===== config.mk =====
export PLATFORM = sky130hd
export DESIGN_NAME = mem_access_stage
export DESIGN_NICKNAME = d
export VERILOG_FILES = /design/src/rtl/mem_access_stage.sv
export SDC_FILE = /design/constraint.sdc
export NUM_CORES = 1
export LEC_CHECK = 0
export CAP_MARGIN = 30
export CORE_AREA = 2 2 103 105
export DETAILED_ROUTE_END_ITERATION = 12
export DIE_AREA = 0 0 105 107
export SETUP_SLACK_MARGIN = 0.5
export SYNTH_ARGS = -nofsm -noshare
export SYNTH_HDL_FRONTEND = slang
export SYNTH_SLANG_ARGS = --single-unit
export TNS_END_PERCENT = 1

===== constraint.sdc =====
create_clock -name clk -period 6.39 [get_ports clk]
set_input_delay 1.278 -clock clk [delete_from_list [all_inputs] [get_ports clk]]
set_output_delay 1.278 -clock clk [all_outputs]
set_load 0.05 [all_outputs]

===== src/rtl/mem_access_stage.sv =====
// Memory-access stage: drives the data-memory handshake, raises the pipeline stall and holds the MEM/WB register.
// Latency: zero-wait access lands in WB one edge later; N-cycle ack adds N stall cycles; no ack force-completes at TIMEOUT.
// Backpressure: mem_stall freezes the upstream stages while an access waits; WB receives bubbles meanwhile.
module mem_access_stage #(
    parameter int unsigned TIMEOUT = 255
) (
    input  logic        clk,
    input  logic        rst,
    input  logic        MEM_MemWrite,
    input  logic        MEM_MemRead,
    input  logic        MEM_MemtoReg,
    input  logic        MEM_RegWrite,
    input  logic [15:0] MEM_ALUval,
    input  logic [15:0] MEM_ReadData2,
    input  logic [3:0]  MEM_DstReg,
    output logic        mem_req,
    output logic        mem_wr,
    output logic [15:0] mem_addr,
    output logic [15:0] mem_wdata,
    input  logic        mem_ack,
    input  logic [15:0] mem_rdata,
    output logic        mem_stall,
    output logic        mem_err,
    output logic [15:0] stall_cycles,
    output logic        WB_RegWrite,
    output logic        WB_MemtoReg,
    output logic [15:0] WB_ALUval,
    output logic [15:0] WB_MemData,
    output logic [3:0]  WB_DstReg
);
    typedef enum logic {IDLE, BUSY} state_t;

    localparam logic [7:0] TIMEOUT_CNT = 8'(TIMEOUT);

    state_t      state_q;
    logic [7:0]  wait_q;
    logic        err_q;
    logic [15:0] stall_cnt_q;
    logic        wb_regwrite_q;
    logic        wb_memtoreg_q;
    logic [15:0] wb_aluval_q;
    logic [15:0] wb_memdata_q;
    logic [3:0]  wb_dstreg_q;

    logic access;
    logic busy;
    logic is_load;
    logic timeout;
    logic complete;

    assign access   = MEM_MemWrite | MEM_MemRead;
    assign busy     = (state_q == BUSY);
    // A store wins when both read and write are requested, so only a pure read is a load.
    assign is_load  = MEM_MemRead & ~MEM_MemWrite;
    assign timeout  = busy & (wait_q == TIMEOUT_CNT) & ~mem_ack;
    assign complete = mem_ack | timeout;

    assign mem_req   = busy | access;
    assign mem_wr    = MEM_MemWrite;
    assign mem_addr  = MEM_ALUval;
    assign mem_wdata = MEM_ReadData2;
    assign mem_stall = mem_req & ~complete;

    always_ff @(posedge clk or posedge rst) begin
        if (rst) begin
            state_q       <= IDLE;
            wait_q        <= 8'd0;
            err_q         <= 1'b0;
            stall_cnt_q   <= 16'd0;
            wb_regwrite_q <= 1'b0;
            wb_memtoreg_q <= 1'b0;
            wb_aluval_q   <= 16'd0;
            wb_memdata_q  <= 16'd0;
            wb_dstreg_q   <= 4'd0;
        end else begin
            case (state_q)
                IDLE: begin
                    if (access && !mem_ack) begin
                        state_q <= BUSY;
                        wait_q  <= 8'd1;
                    end
                end
                BUSY: begin
                    if (complete) begin
                        state_q <= IDLE;
                        wait_q  <= 8'd0;
                    end else begin
                        wait_q <= wait_q + 8'd1;
                    end
                end
                default: begin
                    state_q <= IDLE;
                    wait_q  <= 8'd0;
                end
            endcase

            if (timeout) begin
                err_q <= 1'b1;
            end

            if (mem_stall && (stall_cnt_q != 16'hFFFF)) begin
                stall_cnt_q <= stall_cnt_q + 16'd1;
            end

            if (mem_stall) begin
                wb_regwrite_q <= 1'b0;
                wb_memtoreg_q <= 1'b0;
            end else begin
                wb_regwrite_q <= MEM_RegWrite;
                wb_memtoreg_q <= MEM_MemtoReg;
                wb_aluval_q   <= MEM_ALUval;
                wb_dstreg_q   <= MEM_DstReg;
                if (mem_req && is_load && mem_ack) begin
                    wb_memdata_q <= mem_rdata;
                end else if (timeout && is_load) begin
                    wb_memdata_q <= 16'h0000;
                end
            end
        end
    end

    assign mem_err      = err_q;
    assign stall_cycles = stall_cnt_q;
    assign WB_RegWrite  = wb_regwrite_q;
    assign WB_MemtoReg  = wb_memtoreg_q;
    assign WB_ALUval    = wb_aluval_q;
    assign WB_MemData   = wb_memdata_q;
    assign WB_DstReg    = wb_dstreg_q;
endmodule


==> Word level (Yosys, flattened, before mapping) <==
Index checks and enable logic that the tools add are counted.
{ "totals": {"input_bits": 59, "reg_bits": 64, "output_inout_bits": 90, "elab_cells": 44} }
{ "op_classes": {"bitwise": 12, "n_eq_ne": 3, "add_sub_neg": 2, "reduce_logical": 8, "mux": 10} }
{ "op_table": {"columns": ["operator", "n"], "rows": [
  ["2-to-1 mux 16 bit", 2],
  ["adder 16 x 1 -> 16 bit, second input constant", 1],
  ["2-to-1 mux 8 bit", 2],
  ["inequality test 16 bit, second input constant", 1],
  ["case mux 8 bit (2 select lines)", 1],
  ["adder 8 x 1 -> 8 bit, second input constant", 1],
  ["equality test 8 bit, second input constant", 1],
  ["logical AND 1 bit", 5],
  ["NOT 1 bit", 5],
  ["bitwise AND 1 bit", 4],
  ["2-to-1 mux 1 bit", 4],
  ["bitwise OR 1 bit", 3],
  ["inequality test 2 bit, second input constant", 1],
  ["case mux 1 bit (2 select lines)", 1],
  ["AND reduction 2 bit", 1],
  ["nonzero test 2 bit", 1],
  ["logical NOT 1 bit", 1]
]} }

==> Longest topological paths before layout <==
{ "depth": {"ltp_word": 8, "depth_mapped": 9, "mapped_depth_nobuf": 6} }

==> Worst setup path after synthesis <==
OpenSTA, ideal clock, no wires.
{ "synth_timing": {"path_kind": "input to output", "startpoint": "input MEM_MemRead", "endpoint": "output mem_stall", "slack_ps": 2990, "t_arrival_ps": 2122, "n_path_buf": 2, "path_stages": 5, "required_ps": 5112, "path_cell_list": "nor3_1 a211o_1 buf_6 inv_2 buf_2"} }
{ "synth_between": {"elab_chain_len": 3} }
{ "synth_rtl": {"columns": ["item", "line", "rtl"], "rows": [
  ["from (decl)", "10", "input logic MEM_MemRead,"],
  ["bitwise OR 1 bit", "51", "assign access = MEM_MemWrite | MEM_MemRead;"],
  ["bitwise OR 1 bit", "58", "assign mem_req = busy | access;"],
  ["bitwise AND 1 bit", "62", "assign mem_stall = mem_req & ~complete;"],
  ["to (decl)", "22", "output logic mem_stall,"]
]} }
Every way passes these cells.

==> Worst setup path after layout <==
{ "layout_timing": {"startpoint": "input MEM_MemWrite", "endpoint": "output mem_stall"} }
{ "layout_between": {"elab_chain_len": 3} }
{ "layout_rtl": {"columns": ["item", "line", "rtl"], "rows": [
  ["from (decl)", "9", "input logic MEM_MemWrite,"],
  ["bitwise OR 1 bit", "51", null],
  ["bitwise OR 1 bit", "58", null],
  ["bitwise AND 1 bit", "62", null]
]} }
Every way passes these cells.

==> impl_metrics.env <==
export IMPL_grt_max_degree=65
export IMPL_crit_arrival_ps=3440
export IMPL_slowest_delay_ps=900
export IMPL_num_io_pins=149
export IMPL_routed_via_density=4.55
export IMPL_yosysSeqAreaShare_pct=53.7
export IMPL_worstHoldEndpoint="mem_err$_DFFE_PP0P_"
export IMPL_r2r_end="stall_cycles[1]$_DFFE_PP0P_"
export IMPL_required_ps=5110
export IMPL_start_util_pct=29.5
export IMPL_power_density_nw_per_um2=309
export IMPL_ys_ff_latch=64
export IMPL_grtUsageTotal_pct=13.2
export IMPL_p_leak_nw=1.84
export IMPL_rsz0062_at_grt="false"
export IMPL_timing_rr_start="wait_q[0]$_DFFE_PP0P_"
export IMPL_area_delta_synth_final_pct=41.1
export IMPL_syn_area_um2=2980
export IMPL_status="completed"
export IMPL_clk_pin_slew_worst_paths_ps=70
export IMPL_dp_hpwl_um=4930
export IMPL_grt_first_pass_wirelength_um=11800
export IMPL_die_x_um=105
export IMPL_worst_setup_path_type="in2out"
export IMPL_ir_worst_vdd_mv=0.269
export IMPL_drtPass1Iterations=5
export IMPL_syn_inst=294
export IMPL_timing_critical_path_mode_cell="clkdlybuf4s50_1"
export IMPL_die_area_um2=11200
export IMPL_grt_ovfl_total=0
export IMPL_post_cts_resized=0
export IMPL_setup_viol=0
export IMPL_crit_chain="clkdlybuf4s50_1 > nor3_1 > a211o_1 > inv_2 > clkdlybuf4s50_1"
export IMPL_drt_wirelength_per_cell_um=13.6
export IMPL_antenna_diode_count=0
export IMPL_cts_setup_buffers=0
export IMPL_place_area_um2=4030
export IMPL_cts_tree="yes"
export IMPL_die_h_um=107
export IMPL_worstSkewPairLatency_ps=340
export IMPL_startpoint_type="primary input"
export IMPL_drcViolationCount=0
export IMPL_maxCapViolCount=0
export IMPL_relSlewSlack_pct=45.9
export IMPL_hp_class="reg2reg"
export IMPL_worst_pin_slew_ps=812
export IMPL_clk_path_buf_depth=2
export IMPL_fin_nets=442
export IMPL_synth_distinct_cells=40
export IMPL_ctsHoldBuffers=0
export IMPL_finalHoldViolCount=0
export IMPL_holdCritStartpoint="mem_err$_DFFE_PP0P_"
export IMPL_clock_sinks=64
export IMPL_antenna_found_initial=0
export IMPL_cts_max_level=3
export IMPL_coreArea_um2=10100
export IMPL_fmax_ghz=0.212
export IMPL_crit_path_start="MEM_MemWrite"
export IMPL_synth_edff_count=0
export IMPL_r2r_cells=6
export IMPL_min_path_cells=1
export IMPL_wirelength_um=7110
export IMPL_synth_avg_cell_area_um2=10.1
export IMPL_report_final_slew_viol_count=0
export IMPL_cts_root_buffer="clkbuf_8"
export IMPL_post_route_cells_drive_above_1_share_pct=6.99
export IMPL_drt_iter0_markers=62
export IMPL_syn_nets=355
export IMPL_synthArstFlopShare_pct=100
export IMPL_period_share_pct=73.9
export IMPL_rows=37
export IMPL_setup_tns_ps=0
export IMPL_cp_max_fo=27
export IMPL_gp_congestion=0.762
export IMPL_finClkSkew_ps=12.7
export IMPL_rrSetupSlack_ps=4160
export IMPL_synth_ff_type="dfrtp_1"
export IMPL_grt_pass1_vias=2430
export IMPL_yosysWarnings=0
export IMPL_final_area_um2=4210
export IMPL_port_buffers=116
export IMPL_end_kind="output pin"
export IMPL_cp_slowest_cell="clkdlybuf4s50_1"
export IMPL_ant_nets=0
export IMPL_routed_via_count=2375
export IMPL_cts_made_buffers=9
export IMPL_crit_family="buffers and inverters"
export IMPL_period_minus_slack_ps=4720
export IMPL_critPathBufInv=3
[registers in the layout, summed over array words and instances, names as in the netlist]
| signal | flops |
|---|---|
| WB_DstReg | 4 |
| WB_MemData | 16 |
| WB_ALUval | 16 |
| mem_err | 1 |
| stall_cycles | 16 |
| WB_RegWrite | 1 |
| wait_q | 8 |
| WB_MemtoReg | 1 |
| busy | 1 |
[where the power goes]
group	total (mW)	internal (mW)	switching (mW)
clock network	0.304	0.140	0.163
logic	0.475	0.170	0.306
registers	0.523	0.465	0.0576
[layer usage]
layer	global-route usage, %	vias to the layer above	wire length, µm
met5	0	-	0
met4	5.05	0	74
met3	3.95	5	330
met2	22.4	69	3640
met1	15.6	1152	3060
li1	-	1149	-
[cells in the final DEF, fill, tap and decap left out, types with 2 or more instances in the layout]
| cell type | n |
|---|---|
| inv_1 | 5 |
| mux2_2 | 2 |
| nor2b_1 | 2 |
| buf_4 | 4 |
| nand4_1 | 4 |
| nand2_1 | 68 |
| and4_1 | 3 |
| a21o_1 | 2 |
| o21a_1 | 2 |
| a31oi_1 | 4 |
| xor2_1 | 11 |
| clkinv_4 | 3 |
| o21ai_0 | 5 |
| nand3_1 | 8 |
| and2_1 | 6 |
| clkdlybuf4s50_1 | 116 |
| a21oi_1 | 8 |
| clkbuf_8 | 9 |
| nor3_1 | 8 |
| dfrtp_1 | 64 |
| nand2b_1 | 2 |
| inv_2 | 2 |
| nor4_1 | 5 |
| a22o_1 | 18 |
| nor2_1 | 5 |
| ha_1 | 2 |
| clkinv_2 | 3 |
[logic make-up after synthesis]
logic type               share of synthesized area [%]
flip-flops                                        53.7
AO/OA/AOI/OAI                                     10.6
adder cells (fa/ha/maj)                          0.839
multiplexers                                     0.755
XOR/XNOR                                          3.52
AND/OR/NAND/NOR                                   19.1
buffers and inverters                             11.5
[cell usage after synthesis, types with 2 or more instances]
cell type	instances	area share (%)
a21o_1	2	0.50
a21oi_1	8	1.3
a22o_1	18	5.3
a31oi_1	4	0.84
and2_1	6	1.3
and4_1	3	0.88
buf_2	3	0.50
buf_4	33	8.3
buf_6	3	1.1
clkbuf_1	4	0.50
dfrtp_1	64	54
ha_1	2	0.84
inv_1	6	0.76
mux2_2	2	0.76
nand2_1	68	8.6
nand2b_1	2	0.42
nand3_1	8	1.3
nand4_1	4	0.84
nor2_1	5	0.63
nor2b_1	2	0.42
nor3_1	8	1.3
nor4_1	6	1.3
o21a_1	2	0.50
o21ai_0	5	0.84
xor2_1	11	3.2
[worst max path at each step]
stage / end / slack (ps) / depth (start not counted)
CTS: mem_stall / 1660 / 5
global route: mem_stall / 1550 / 5
global placement: mem_stall / 1690 / 5
finish: mem_stall / 1670 / 5
detailed placement: mem_stall / 1670 / 5
floorplan: mem_stall / 2990 / 5
[per-stage QoR]
step                      utilization, %  hold WS [ps]  power (mW)  instances  setup WS [ps]
after floorplan                        -           459       0.862        294           2990
after global placement              39.9           452        1.00        505           1690
after detailed placement            40.0           453        1.01        506           1670
after CTS                           41.7           470        1.33        522           1660
after global routing                41.7           484        1.37        522           1550
final                               41.7           464        1.30        522           1670
[cell type report]
class	count	area [µm²]
tap	136	170
fill	1054	5890
timing repair buffer	120	1190
clock buffer	9	124
inverter	7	26.3
clock inverter	7	48.8
sequential	64	1600
multi-input combinational	179	1040
No activity file was read; power rests on OpenSTA's default activity.
